<file path="src/rtl/sobel_if.sv">
// Window/result bundle for the Sobel edge operator: nine 8-bit pixels in, one 8-bit magnitude out.
// The master presents the window, and the slave returns the registered edge strength.
interface sobel_if;
  logic [7:0] din0;
  logic [7:0] din1;
  logic [7:0] din2;
  logic [7:0] din3;
  logic [7:0] din4;
  logic [7:0] din5;
  logic [7:0] din6;
  logic [7:0] din7;
  logic [7:0] din8;
  logic [7:0] dout;

  modport master (
    output din0, din1, din2, din3, din4, din5, din6, din7, din8,
    input  dout
  );

  modport slave (
    input  din0, din1, din2, din3, din4, din5, din6, din7, din8,
    output dout
  );
endinterface

</file>
<file path="src/rtl/sobel.sv">
// 3x3 Sobel edge magnitude: |Gx| + |Gy| saturated to 255, one window per clock, 1-cycle latency.
// The datapath is combinational up to a single output register that is cleared asynchronously.
module sobel (
  input  logic    clk,
  input  logic    rst_n,
  sobel_if.slave  bus
);

  logic [9:0]         gx_pos;
  logic [9:0]         gx_neg;
  logic [9:0]         gy_pos;
  logic [9:0]         gy_neg;
  logic signed [10:0] gx;
  logic signed [10:0] gy;
  logic [10:0]        gx_negated;
  logic [10:0]        gy_negated;
  logic [9:0]         abs_gx;
  logic [9:0]         abs_gy;
  logic [10:0]        mag;
  logic [7:0]         dout_d;
  logic [7:0]         dout_q;
  logic               unused_centre;

  // The centre pixel carries no weight in either kernel.
  assign unused_centre = ^bus.din4;

  // Weighted row and column sums, each at most 4*255 = 1020.
  assign gx_pos = {2'b00, bus.din2} + {1'b0, bus.din5, 1'b0} + {2'b00, bus.din8};
  assign gx_neg = {2'b00, bus.din0} + {1'b0, bus.din3, 1'b0} + {2'b00, bus.din6};
  assign gy_pos = {2'b00, bus.din6} + {1'b0, bus.din7, 1'b0} + {2'b00, bus.din8};
  assign gy_neg = {2'b00, bus.din0} + {1'b0, bus.din1, 1'b0} + {2'b00, bus.din2};

  assign gx = $signed({1'b0, gx_pos}) - $signed({1'b0, gx_neg});
  assign gy = $signed({1'b0, gy_pos}) - $signed({1'b0, gy_neg});

  always_comb begin
    gx_negated = 11'(-gx);
    gy_negated = 11'(-gy);
    abs_gx     = gx[10] ? gx_negated[9:0] : gx[9:0];
    abs_gy     = gy[10] ? gy_negated[9:0] : gy[9:0];
    mag        = {1'b0, abs_gx} + {1'b0, abs_gy};
    // Clamp rather than wrap, so strong edges never read as weak ones.
    dout_d     = (mag > 11'd255) ? 8'hFF : mag[7:0];
  end

  always_ff @(posedge clk or negedge rst_n) begin
    if (!rst_n) begin
      dout_q <= 8'h00;
    end else begin
      dout_q <= dout_d;
    end
  end

  assign bus.dout = dout_q;

endmodule

</file>
<file path="src/flat_wrapper.sv">
// flat-port wrapper written by rule: the top's interface ports become plain ports
module sobel_flat 
  (clk, rst_n, bus_din0, bus_din1, bus_din2, bus_din3, bus_din4, bus_din5, bus_din6, bus_din7, bus_din8, bus_dout);
  sobel_if bus_i ();
  input  logic clk;
  input  logic rst_n;
  input wire logic [$bits(bus_i.din0)-1:0] bus_din0;
  input wire logic [$bits(bus_i.din1)-1:0] bus_din1;
  input wire logic [$bits(bus_i.din2)-1:0] bus_din2;
  input wire logic [$bits(bus_i.din3)-1:0] bus_din3;
  input wire logic [$bits(bus_i.din4)-1:0] bus_din4;
  input wire logic [$bits(bus_i.din5)-1:0] bus_din5;
  input wire logic [$bits(bus_i.din6)-1:0] bus_din6;
  input wire logic [$bits(bus_i.din7)-1:0] bus_din7;
  input wire logic [$bits(bus_i.din8)-1:0] bus_din8;
  output wire logic [$bits(bus_i.dout)-1:0] bus_dout;
  assign bus_i.din0 = bus_din0;
  assign bus_i.din1 = bus_din1;
  assign bus_i.din2 = bus_din2;
  assign bus_i.din3 = bus_din3;
  assign bus_i.din4 = bus_din4;
  assign bus_i.din5 = bus_din5;
  assign bus_i.din6 = bus_din6;
  assign bus_i.din7 = bus_din7;
  assign bus_i.din8 = bus_din8;
  assign bus_dout = bus_i.dout;
  sobel u_core (.clk(clk), .rst_n(rst_n), .bus(bus_i));
endmodule
</file>
<file path="config.mk">
export PLATFORM = sky130hd
export DESIGN_NAME = sobel_flat
export DESIGN_NICKNAME = d
export VERILOG_FILES = /design/src/rtl/sobel_if.sv /design/src/rtl/sobel.sv /design/src/flat_wrapper.sv
export SDC_FILE = /design/constraint.sdc
export NUM_CORES = 1
export LEC_CHECK = 0
export ABC_AREA = 1
export CAP_MARGIN = 10
export CORE_MARGIN = 8
export CORE_UTILIZATION = 55
export DETAILED_ROUTE_END_ITERATION = 7
export PLACE_DENSITY = 0.89
export SLEW_MARGIN = 20
export SYNTH_ARGS = -nofsm -noshare
export SYNTH_HDL_FRONTEND = slang
export SYNTH_SLANG_ARGS = --single-unit
</file>
<file path="constraint.sdc">
create_clock -name clk -period 0.9 [get_ports clk]
set_input_delay 0.135 -clock clk [delete_from_list [all_inputs] [get_ports clk]]
set_output_delay 0.135 -clock clk [all_outputs]
set_load 0.05 [all_outputs]
</file>
==> qor.yml, run 1 <==
floorplan:
  ios: 82
  die_x_um: 100.5
  row_count: 31
  start_util: 0.5537
  die_y_um: 100.5
yosys:
  synthArstFlopShare: 1.000
  synth_area_leaders: "fa_1 (32%), inv_1 (19%), ha_1 (11%)"
  synth.cell_area_um2: 3930
  synth_top_area_frac: 0.3209
  yosysWarnings: 0
  synth_ff_type: "dfrtp_1"
  synth_xor_area_frac: 0.05349
  synth.mux.area_fraction: 0
  synthAdderAreaFrac: 0.4355
  synthTopCellsByCount: "inv_1 (194), nand2_1 (94), fa_1 (63), ha_1 (36), nand3_1 (33)"
  synthSimpleGateAreaFrac: 0.2152
  yosysUniqueCellTypes: 32
  syn_nets: 715
  synthCells: 542
  synth_top_family_by_area: "adder cells"
  yosysSeqAreaShare: 0.05094
  synth_top_area_cell: "fa_1"
  synth-edff-count: 0
  ys_ff_latch: 8
  avgSynthCellArea_um2: 7.251
  yosysMostFrequentCell: "inv_1"
  synth_compound_area_frac: 0.05571
outcome:
  lastStage: "5_1_grt"
  outcome: "did not finish"
  stop_error: "[ERROR GRT-0232] Routing congestion too high. Check the congestion heatmap in the GUI."
placement:
  dp_worst_setup_slack_ns: -4.247
  portBuffers: 73
  place_congestion: 0.8280
  dp_hpwl_mm: 9.467
  dpl.cell_count: 800
cts:
  htree_levels: 1
  cts.root.buffer_cell: "clkbuf_8"
  cts_sinks: 8
  clockBufferDepth: 2
  cts_buffers: 3
  hold_buffers: 0
global_route:
  grt_max_degree: 9
  grt_util_all_layers: 0.6306
  grt_overflow: 12
timing:
  crit_endpoint: "u_core.bus.dout[6]$_DFF_PN0_/D"
  worstEndpointType: "register data pin"
==> what timing repair did <==
action	CTS
gates resized for setup	192
pin swaps	140
buffers inserted	31
endpoints found under the setup margin	16
==> layer usage <==
| metal | track usage | GRT overflow |
|---|---|---|
| met3 | 0.4986 | 1 |
| met2 | 0.7877 | 6 |
| met4 | 0.6302 | 4 |
| met5 | 0.2568 | 0 |
| met1 | 0.6107 | 1 |
==> per-stage QoR <==
stage / hold slack (ns) / instance area (um2) / util
after CTS: 0.1870 / 6286 / 0.8856
after global placement: 0.4118 / 5768 / 0.8126
after detailed placement: 0.4266 / 5768 / 0.8126
after floorplan: -0.1606 / 4188 / -
==> logic make-up after synthesis <==
kind of cell               after synthesis
AOI/OAI and AO/OA                       35
xor gates and xnor gates                21
adders and majority gates               99
buffers and inverters                  198
DFF                                      8
and+or+nand+nor                        181
==> run 2: changes to the inputs <==
--- a/config.mk
+++ b/config.mk
@@ -8,9 +8,9 @@
 export ABC_AREA = 1
 export CAP_MARGIN = 10
 export CORE_MARGIN = 8
-export CORE_UTILIZATION = 55
+export CORE_UTILIZATION = 40
 export DETAILED_ROUTE_END_ITERATION = 7
-export PLACE_DENSITY = 0.89
+export PLACE_DENSITY_LB_ADDON = 0.15
 export SLEW_MARGIN = 20
 export SYNTH_ARGS = -nofsm -noshare
 export SYNTH_HDL_FRONTEND = slang
==> run 2 against run 1 <==
Against the previous run: synthesized cell count did not move; the flow now finishes, with violations (setup timing); area after synthesis stayed put.
==> qor.yml, run 2 <==
outcome:
  outcome: "finished, violations left"
  violations: "setup timing"
yosys:
  yosysWarnings: 0  # unchanged
  synth_ff_type: "dfrtp_1"
  synth-edff-count: 0  # unchanged
  synth_area_leaders: "fa_1 (32%), inv_1 (19%), ha_1 (11%)"
  yosysSeqAreaShare: 0.05094  # unchanged
  synth_top_area_frac: 0.3209  # unchanged
  yosysMostFrequentCell: "inv_1"
  synthArstFlopShare: 1.000  # unchanged
  syn_nets: 715  # unchanged
  synthCells: 542  # unchanged
  yosysUniqueCellTypes: 32  # unchanged
  avgSynthCellArea_um2: 7.251  # unchanged
  synth.cell_area_um2: 3930  # unchanged
  synth_top_area_cell: "fa_1"
  ys_ff_latch: 8  # unchanged
  synthTopCellsByCount: "inv_1 (194), nand2_1 (94), fa_1 (63), ha_1 (36), nand3_1 (33)"
drt:
  drt_iter0_drc: 104
  via_per_inst: 4.595
  dr.pass1.iters: 4
  remaining_drc_errors: 0
  antenna_left: 0
  wl_per_cell_um: 12.65
  num_vias: 4085
  wirelength_mm: 11.25
finish:
  layout_common_cells: "buf_4 (127), inv_1 (116), inv_2 (74), fa_1 (54), nand2_1 (50)"
  finalNetCount: 931
  multi_input_area_um2: 3866
  antenna_cells: 0
  seqCellArea_um2: 200.2
  area_growth_pct: 73.86
  fin_area_um2: 6833
  fill_cells: 748
  drive_gt1_frac: 0.5357
  final_common_cell: "buf_4"
  instances_no_fill: 889
  largest_register_ffs: 8
worst_setup_path:
  cp.required_ns: 0.98
  cpMaxStageDelayCell: "fa_1"
  cpPeakStageDelay_ns: 0.57
  end_kind: "flip-flop"
  cpMostUsedCell: "inv_2"
  worst-path-max-fanout: 8
  worst-setup-path-type: "in -> reg"
  path_cells: "clkdlybuf4s15_1 > inv_2 > fa_1 > fa_1 > inv_2 > fa_1 > inv_2 > ha_4 > a21o_1 > inv_2 > o21ai_2 > nand2_2 > nand3_4 > nor2_4 > xor2_2 > inv_2 > ha_4 > a21o_1 > a31oi_2 > o21ai_2 > xnor2_2 > buf_6 > nand4_1"
  cp-start-kind: "primary input"
  crit_arrival_ns: 4.47
timing:
  hold_violations: 0
  fmax_mhz: 227.8
  worst_pin_slew_ns: 0.3432
  hold_ws_ns: 0.1835
  setup_ws_ns: -3.490
  period_share: 4.878
  relSlewSlack: 0.7705
  finalSetupViolations: 13
  slew_viol_final: 0
  finalCriticalPeriod_ns: 4.390
  rsz0062_at_grt: "yes"
cts:
  cts_tree: "done"
  cts_buffers: 3  # unchanged
  clk_pin_slew_ns: 0.04
  htree_levels: 1  # unchanged
  clockBufferDepth: 2  # unchanged
  cts_sinks: 8  # unchanged
  cts.root.buffer_cell: "clkbuf_8"
  hold_buffers: 0  # unchanged
global_route:
  first_global_vias: 4651
  grt_pass1_wl_mm: 18.85
  grt_max_degree: 9
  grt_util_all_layers: 0.1697
  grt_overflow: 0
  antenna_found_initial: 0
placement:
  portBuffers: 73  # unchanged
  dp_hpwl_mm: 8.588  # -9.3%
  place_congestion: 0.7952  # -4.0%
  dp_worst_setup_slack_ns: -4.151  # +0.09535 ns
  placed_area_um2: 5826  # +1.0%
  dpl.cell_count: 836  # +4.5%
floorplan:
  die_x_um: 115.1  # +15%
  die_y_um: 115.1  # +15%
  die_area_um2: 13250
  ios: 82  # unchanged
  start_util: 0.4077  # -0.1460
  core-area_um2: 9639
  row_count: 36  # +16%
flow_run:
  cap_violations: 0
hold_path:
  hold_path_class: "in -> async"
[run 2: worst max-delay path, delay by kind of cell]
kind	cells	cell delay [ns]
AOI/OAI and AO/OA	5	0.70
buffers and inverters	7	0.61
adders and majority gates	5	2.12
xor gates and xnor gates	2	0.31
and+or+nand+nor	4	0.57
[run 2: worst max-delay path by stage]
stage | startpoint | endpoint | slack [ns]
3_5_place_dp | bus_din8[0] | u_core.bus.dout[2] | -4.15
2_1_floorplan | bus_din8[0] | u_core.bus.dout[0] | -3.24
5_1_grt | bus_din2[5] | u_core.bus.dout[2] | -3.73
3_3_place_gp | bus_din8[0] | u_core.bus.dout[2] | -4.06
4_1_cts | bus_din2[2] | u_core.bus.dout[2] | -3.43
6_report | bus_din2[5] | u_core.bus.dout[2] | -3.49
[run 2: logic make-up after synthesis]
| logic type | count (synthesis) | synth area share |
|---|---|---|
| buffers and inverters | 198 | 0.1891 |
| XOR/XNOR | 21 | 0.05349 |
| AO/OA/AOI/OAI | 35 | 0.05571 |
| AND/OR/NAND/NOR | 181 | 0.2152 |
| flip-flops | 8 | 0.05094 |
| adder cells (fa/ha/maj) | 99 | 0.4355 |
[run 2: per-layer routing]
metal  global-route usage  share of wire  vias up
met1               0.1757           0.38     1939
met4              0.06392          0.034        0
met3              0.01943          0.034       30
li1                     -              -     2024
met2               0.3379           0.55       92
met5                    0              0        -
[run 2: stage by stage]
| step | setup TNS, ns | utilization |
|---|---|---|
| 6_report | -27.65 | 0.7089 |
| 5_1_grt | -29.78 | 0.7089 |
| 4_1_cts | -27.40 | 0.6752 |
| 3_5_place_dp | -33.07 | 0.6044 |
| 3_3_place_gp | -32.48 | 0.6044 |
| 2_1_floorplan | -25.85 | - |
[run 2: final cells by class]
class | count | share of cell area
Inverter | 198 | 0.1135
Timing Repair Buffer | 211 | 0.2609
Multi-Input combinational cell | 336 | 0.5658
Clock buffer | 3 | 0.006043
Sequential cell | 8 | 0.02930
Tap cell | 133 | 0.02435
[run 2: repair_timing]
| action | in CTS | in global routing |
|---|---|---|
| buffers inserted | 35 | 15 |
| resized for setup | 246 | 109 |
| endpoints found under the setup margin | 16 | 16 |
| pin swaps | 155 | 89 |
Power of run 2 is not shown: default switching activity piles up to over one toggle a cycle in this logic, so the estimate is an artifact.
